[src/rtl/cmp_pkg.sv]
// =============================================================================
// Module  : cmp_pkg
// Brief   : Relation encodings and sample classification for the comparator.
// Revision: 1.0
// =============================================================================
`default_nettype none

package cmp_pkg;

  typedef enum logic [1:0] {
    REL_IDLE = 2'b00,
    REL_EQ   = 2'b01,
    REL_GT   = 2'b10,
    REL_SM   = 2'b11
  } rel_e;

  typedef struct packed {
    logic legal;
    rel_e code;
  } classify_t;

  localparam int c_RUN_W = 4;

  // Only a strictly one-hot {eq,gt,sm} is a legal comparator result.
  function automatic classify_t classify(input logic eq, input logic gt, input logic sm);
    classify_t r;
    r.legal = 1'b1;
    r.code  = REL_IDLE;
    case ({eq, gt, sm})
      3'b100:  r.code = REL_EQ;
      3'b010:  r.code = REL_GT;
      3'b001:  r.code = REL_SM;
      default: r.legal = 1'b0;
    endcase
    return r;
  endfunction

endpackage

`default_nettype wire

[src/rtl/sat_counter.sv]
// =============================================================================
// Module  : sat_counter
// Brief   : Up-counter that sticks at all-ones; synchronous reset and clear.
// Revision: 1.0
// =============================================================================
`default_nettype none

module sat_counter #(
  parameter int W = 8
) (
  input  logic         clk,
  input  logic         rst_n,
  input  logic         clr,
  input  logic         inc,
  output logic [W-1:0] count
);

  logic [W-1:0] count_q;
  logic [W-1:0] count_d;

  always_comb begin
    count_d = count_q;
    if (inc && (count_q != {W{1'b1}})) begin
      count_d = count_q + 1'b1;
    end
  end

  always_ff @(posedge clk) begin
    if (!rst_n) begin
      count_q <= '0;
    end else if (clr) begin
      count_q <= '0;
    end else begin
      count_q <= count_d;
    end
  end

  assign count = count_q;

endmodule

`default_nettype wire

[src/rtl/compare_result_tracker.sv]
// =============================================================================
// Module  : compare_result_tracker
// Brief   : Debounces comparator eq/gt/sm, commits relations, counts entries.
// Revision: 1.0
// =============================================================================
`default_nettype none

module compare_result_tracker
  import cmp_pkg::*;
#(
  parameter int STABLE_CNT = 3,
  parameter int CNT_W      = 8
) (
  input  logic             clk,
  input  logic             rst_n,
  input  logic             in_valid,
  input  logic             eq,
  input  logic             gt,
  input  logic             sm,
  input  logic             clr,
  output logic [1:0]       rel_state,
  output logic             rel_valid,
  output logic             change_pulse,
  output logic [CNT_W-1:0] eq_count,
  output logic [CNT_W-1:0] gt_count,
  output logic [CNT_W-1:0] sm_count,
  output logic             err
);

  localparam logic [c_RUN_W-1:0] c_STABLE = c_RUN_W'(STABLE_CNT);

  classify_t          w_cls;
  logic               w_commit;
  rel_e               rel_q,   rel_d;
  rel_e               cand_q,  cand_d;
  logic [c_RUN_W-1:0] run_q,   run_d;
  logic               pulse_q, pulse_d;
  logic               err_q,   err_d;

  always_comb begin
    w_cls    = classify(eq, gt, sm);
    w_commit = 1'b0;
    rel_d    = rel_q;
    cand_d   = cand_q;
    run_d    = run_q;
    pulse_d  = 1'b0;
    err_d    = err_q;
    if (in_valid) begin
      if (!w_cls.legal) begin
        err_d  = 1'b1;
        run_d  = '0;
        cand_d = REL_IDLE;
      end else begin
        if (w_cls.code != cand_q) begin
          cand_d = w_cls.code;
          run_d  = c_RUN_W'(1);
        end else if (run_q < c_STABLE) begin
          run_d = run_q + c_RUN_W'(1);
        end else begin
          run_d = c_STABLE;
        end
        // Commit is judged on the updated run so latency is zero extra cycles.
        if ((run_d == c_STABLE) && (w_cls.code != rel_q)) begin
          w_commit = 1'b1;
          rel_d    = w_cls.code;
          pulse_d  = 1'b1;
        end
      end
    end
  end

  always_ff @(posedge clk) begin
    if (!rst_n || clr) begin
      rel_q   <= REL_IDLE;
      cand_q  <= REL_IDLE;
      run_q   <= '0;
      pulse_q <= 1'b0;
      err_q   <= 1'b0;
    end else begin
      rel_q   <= rel_d;
      cand_q  <= cand_d;
      run_q   <= run_d;
      pulse_q <= pulse_d;
      err_q   <= err_d;
    end
  end

  sat_counter #(.W(CNT_W)) u_eq_cnt (
    .clk   (clk),
    .rst_n (rst_n),
    .clr   (clr),
    .inc   (w_commit && (w_cls.code == REL_EQ)),
    .count (eq_count)
  );

  sat_counter #(.W(CNT_W)) u_gt_cnt (
    .clk   (clk),
    .rst_n (rst_n),
    .clr   (clr),
    .inc   (w_commit && (w_cls.code == REL_GT)),
    .count (gt_count)
  );

  sat_counter #(.W(CNT_W)) u_sm_cnt (
    .clk   (clk),
    .rst_n (rst_n),
    .clr   (clr),
    .inc   (w_commit && (w_cls.code == REL_SM)),
    .count (sm_count)
  );

  assign rel_state    = rel_q;
  assign rel_valid    = (rel_q != REL_IDLE);
  assign change_pulse = pulse_q;
  assign err          = err_q;

endmodule

`default_nettype wire
[config.mk]
export PLATFORM = sky130hd
export DESIGN_NAME = compare_result_tracker
export DESIGN_NICKNAME = d
export VERILOG_FILES = /design/src/rtl/cmp_pkg.sv /design/src/rtl/sat_counter.sv /design/src/rtl/compare_result_tracker.sv
export SDC_FILE = /design/constraint.sdc
export NUM_CORES = 1
export LEC_CHECK = 0
export CORE_MARGIN = 5
export CORE_UTILIZATION = 30
export CTS_BUF_LIST = sky130_fd_sc_hd__clkbuf_4 sky130_fd_sc_hd__clkbuf_8
export DETAILED_ROUTE_END_ITERATION = 12
export PLACE_DENSITY = 0.53
export SETUP_SLACK_MARGIN = 0.02
export SYNTH_ARGS = -nofsm -noshare
export SYNTH_HDL_FRONTEND = slang
export SYNTH_SLANG_ARGS = --single-unit
[constraint.sdc]
create_clock -name clk -period 2 [get_ports clk]
set_input_delay 0.3 -clock clk [delete_from_list [all_inputs] [get_ports clk]]
set_output_delay 0.3 -clock clk [all_outputs]
set_load 0.005 [all_outputs]
After elaboration in Yosys (flattened, before gate mapping) --
Cells that the tools add are included.
Storage, ports and cells: register bits 34, bits of input ports 7, output and inout bits 29, logic and storage cells 55
Cells by class: $add $sub $neg 4, order comparisons 1, eq/ne operators 13, mux-type cells 12, bitwise operators 2, reductions and logical operators 15
Operators by type and width (number):
- $add 8x1->8 const B | 3
- $ne 8x8->1 const B | 3
- $mux 4 | 5
- $logic_and 1x1->1 | 7
- $pmux 2 s3 | 1
- $add 4x1->4 const B | 1
- $eq 2x2->1 const B | 2
- $eq 4x2->1 const B | 1
- $lt 4x2->1 const B | 1
- $mux 1 | 4
- $mux 2 | 2
- $ne 2x2->1 | 2
- $reduce_and 2->1 | 2
- $eq 3x1->1 const B | 1
- $eq 3x2->1 const B | 1
- $eq 3x3->1 const B | 1
- $reduce_and 3->1 | 1
- $reduce_or 3->1 | 1
- $eq 2x1->1 const B | 1
- $ne 2x1->1 const B | 1
- $not 1->1 | 2
- $reduce_bool 2->1 | 1
- $reduce_or 2->1 | 1
- $logic_not 1->1 | 1
- $logic_or 1x1->1 | 1

Longest topological paths before layout --
depth in word-level cells 13, depth in mapped cells 8, depth with buffers taken out 7

Hierarchy --
Synthesis repeated with hierarchy kept, for this count alone.
Second synthesis, totals: cells, all modules 212, area, all modules 1911.8 µm²
Modules (own cells, without submodules):
- sat_counter | times used 3, cells each 46, area each 421.7 µm², sequential area each 160.2 µm²
- compare_result_tracker | times used 1, cells each 74, area each 646.9 µm², sequential area each 200.2 µm²

Least setup slack after synthesis --
Ideal clock, no wire load.
path kind flip-flop to flip-flop, start point register cand_q[0], end point register u_eq_cnt.count_q[5], in the netlist u_eq_cnt.count[5], arrival 2.038 ns, setup slack -0.108 ns, cell stages (with the launch flop) 8, buffers on the path 1, period minus slack after synthesis 2.108 ns, cells stage by stage dfxtp_1 -> or2_1 -> a2111oi_2 -> a221o_2 -> or3b_4 -> buf_6 -> or3_1 -> a21oi_1
On the way: cells in the longest elaborated chain, start to end 11
Ends and longest elaborated chain:
- from (decl) | line compare_result_tracker.sv:35 | rel_e cand_q, cand_d;
- from (signal assigned) | line compare_result_tracker.sv:81 | cand_q <= cand_d;
- $ne 2x2->1 | line compare_result_tracker.sv:54 | if (w_cls.code != cand_q) begin
- $mux 4 | line compare_result_tracker.sv:54
- $mux 4 | line compare_result_tracker.sv:49 | if (!w_cls.legal) begin
- $mux 4 | line compare_result_tracker.sv:48 | if (in_valid) begin
- $eq 4x2->1 | line compare_result_tracker.sv:63 | if ((run_d == c_STABLE) && (w_cls.code != rel_q)) begin
- $logic_and 1x1->1 | line compare_result_tracker.sv:63
- $mux 1 | line compare_result_tracker.sv:63
- $mux 1 | line compare_result_tracker.sv:49
- $mux 1 | line compare_result_tracker.sv:48
- $logic_and 1x1->1 | line compare_result_tracker.sv:92 | .inc (w_commit && (w_cls.code == REL_EQ)),
- $logic_and 1x1->1 | line sat_counter.sv:23 | if (inc && (count_q != {W{1'b1}})) begin
- to (signal assigned) | line sat_counter.sv:34 | count_q <= count_d;
- to (decl) | line sat_counter.sv:18 | logic [W-1:0] count_q;
Every way passes these cells. The select of a mux whose other input is x is not followed. A chain may end at the register's enable or synchronous reset.

Final worst setup path --
start point register cand_q[0], end point register u_eq_cnt.count_q[7], in the netlist u_eq_cnt.count[7]
The elaborated chain is that of the path after synthesis.

==> out/metrics.cfg <==
[clocking]
clk_pin_slew_ns = 0.07
cts.sinks = 34
cts_tree = done
cts_buffers = 5
root_buffer = clkbuf_8
clock_latency_ns = 0.29
clk_path_buf_depth = 2
holdBufCountCts = 0
cts-htree-levels = 2

[synth]
yosysUniqueCellTypes = 44
syn_area_um2 = 1810
synth-compound-area-share = 0.199
synth-seq-cells = 34
synth_top_area_share = 0.376
syn_nets = 231
yosys-top-cells-area = dfxtp_1, a21oi_1, nand3_1
ys_async_sr_fraction = 0
yosys_warnings = 0
synthCells = 220
synth-edff-count = 0
synthSimpleGateAreaFrac = 0.302
synth.avg_cell_area_um2 = 8.22
yosysSeqAreaShare = 0.376
synthAdderAreaFrac = 0.0277
synthFlopType = dfxtp_1
synth_top_family_by_area = simple AND/OR/NAND/NOR gates
synth-xor-area-share = 0.0194
synth_mux_area_frac = 0.0277
yosysTopAreaCell = dfxtp_1

[sta]
max_freq_mhz = 476
rsz0062_at_grt = yes
post-route-period-util = 1.05
skew_ns = 0.00706
worst_pin_slew_ns = 0.396
slew_viol_final = 0
setup_viol = 11
fin_hold_ws_ns = 0.482
slew_headroom = 0.732
timing.final.hold_violations = 0
min_period_ns = 2.10
fin_ws_ns = -0.103

[finish]
multi_input_comb_area_um2 = 1180
final_util = 0.476
register_area_um2 = 686
fillers = 606
layout_common_cells = buf_4, clkdlybuf4s50_1, dfxtp_1, nand3_1, a21oi_1
finish.instance_area_um2 = 2800
final_nets = 304
fin_cells = 368
layout_commonest_cell = buf_4
drive_gt1_frac = 0.287
area_delta_synth_final_pct = 54.9
n_antenna_cell = 0

[critical_path]
crit_chain = or2_1 -> a2111oi_4 -> a221o_2 -> or3b_4 -> or4_1 -> a21oi_1
crit_fanout = 5
critical_path_class = reg2reg
worstRegToRegCells = 6
critPathSlowestCell = or3b_4
rrSetupSlack_ns = -0.10
timing.rr.start = cand_q[0]
r2r-end = u_eq_cnt.count[7]
path_delay_family = simple AND/OR/NAND/NOR gates
setup.worst_path.end_class = flop
critPathMaxStageDelay_ns = 0.43
worstPathArrival_ns = 2.33
required_ns = 2.23
cp.depth = 6
crit_buf_inv = 0
cp-start-kind = flop

[placement]
port_buffers = 35
pre_cts_ws_ns = -0.740
place.gp.congestion = 0.800
placedCellCount = 354
place_hpwl_um = 3500
place_area_um2 = 2490

[global_routing]
top_usage_layer = met2
use_met3 = 0.0423
grt_pass1_wl_um = 8450
gr-usage-met2 = 0.212
grt_antenna_before_repair = 0
grt_max_degree = 21
use_met1 = 0.192
grt_pass1_vias = 1782
grt_overflow = 0
grt_usage = 0.140

[outcome]
violations = setup timing
outcome = complete, but fails checks

[power_and_ir_drop]
p_leak_uw = 0.000984
vdd_drop_max_mv = 0.291
pwr_density_cell_nw_per_um2 = 535

[drt]
drc_errors = 0
routedWlPerCell_um = 13.7
antenna_left = 0
wirelength_um = 5030
firstDrtPassIters = 4
vias = 1894
routed_via_density = 5.15
drt_iter0_drc = 80

[hold_path]
hold-path-endpoint = err
worstHoldStart = err
holdPathStages = 2
hold_class = reg2reg

[floorplanning]
ios = 36
num_rows = 28
dieArea_um2 = 7680
coreArea_um2 = 5890
die_width_um = 87.6
start_util = 0.307
die_y_um = 87.6

[flow_run]
cap_violations = 0

flip-flops by register name, indices dropped and copies added (netlist names):
signal          flops
u_gt_cnt.count      8
change_pulse        1
run_q               4
cand_q              2
u_sm_cnt.count      8
err                 1
u_eq_cnt.count      8
rel_state           2
tightest hold or removal path: stages (launching register included):
cell	delay [ns]
dfxtp_1	0.33
a21oi_1	0.04
nor2_1	0.07
metrics by stage:
| stage | power, µW | setup TNS [ns] |
|---|---|---|
| after global routing | 1570 | -1.68 |
| after floorplan | 766 | -0.261 |
| final | 1500 | -0.329 |
| after detailed placement | 831 | -16.30 |
| after global placement | 830 | -16.15 |
| after CTS | 1520 | -0.359 |
worst max-delay path by stage:
stage	startpoint	endpoint	slack [ns]
2_1_floorplan	cand_q[0]	u_eq_cnt.count[5]	-0.09
3_3_place_gp	sm	u_sm_cnt.count[2]	-0.75
3_5_place_dp	sm	u_sm_cnt.count[2]	-0.74
4_1_cts	cand_q[0]	u_eq_cnt.count[7]	-0.1
5_1_grt	cand_q[0]	u_eq_cnt.count[7]	-0.17
6_report	cand_q[0]	u_eq_cnt.count[7]	-0.10
synth_stat cells (all sizes together) (2+ instances only):
cell type / n
nor3b: 2
nor2b: 3
dfxtp: 34
clkbuf: 3
mux2i: 5
nand3: 20
o21ai: 14
or3b: 3
or2: 4
or4: 10
ha: 4
xor2: 3
a21oi: 21
and3: 6
nor2: 13
or3: 8
a2111oi: 2
nand2b: 7
o211ai: 3
buf: 9
o31ai: 9
inv: 6
a221o: 2
nand4: 2
nor3: 2
nand2: 15
where the power goes:
part	total, µW	leakage (µW)	switching [µW]	internal [µW]
combinational	157	0.000651	76.1	81.3
clock	659	0.0000573	260	399
sequential	682	0.000276	2.38	679
cell type report:
class                           count  area share
Multi-Input combinational cell    169       0.422
Timing Repair Buffer               77       0.251
Sequential cell                    34       0.245
Tap cell                           75      0.0335
Clock buffer                        6      0.0295
Clock inverter                      1      0.0107
Inverter                            6     0.00804
routing by layer:
metal	vias up	wire [µm]
li1	959	-
met1	891	2430
met2	40	2300
met3	4	234
met4	0	69
met5	-	0
cell families (layout without fill, tap and decap cells):
group | after synthesis | in the layout
multiplexers | 5 | 5
AND/OR/NAND/NOR | 98 | 99
buffers and inverters | 18 | 90
flip-flops | 34 | 34
adder cells (fa/ha/maj) | 4 | 4
AO/OA/AOI/OAI | 57 | 57
XOR/XNOR | 4 | 4
what timing repair did:
item	4_1_cts	5_1_grt
resized for setup	25	21
cloned	1	0
endpoints found under the hold margin	0	0
endpoints found under the setup margin	27	27
buffers inserted	5	2
pin swaps	11	8
Note: power is estimated with default switching activity, not from simulation.
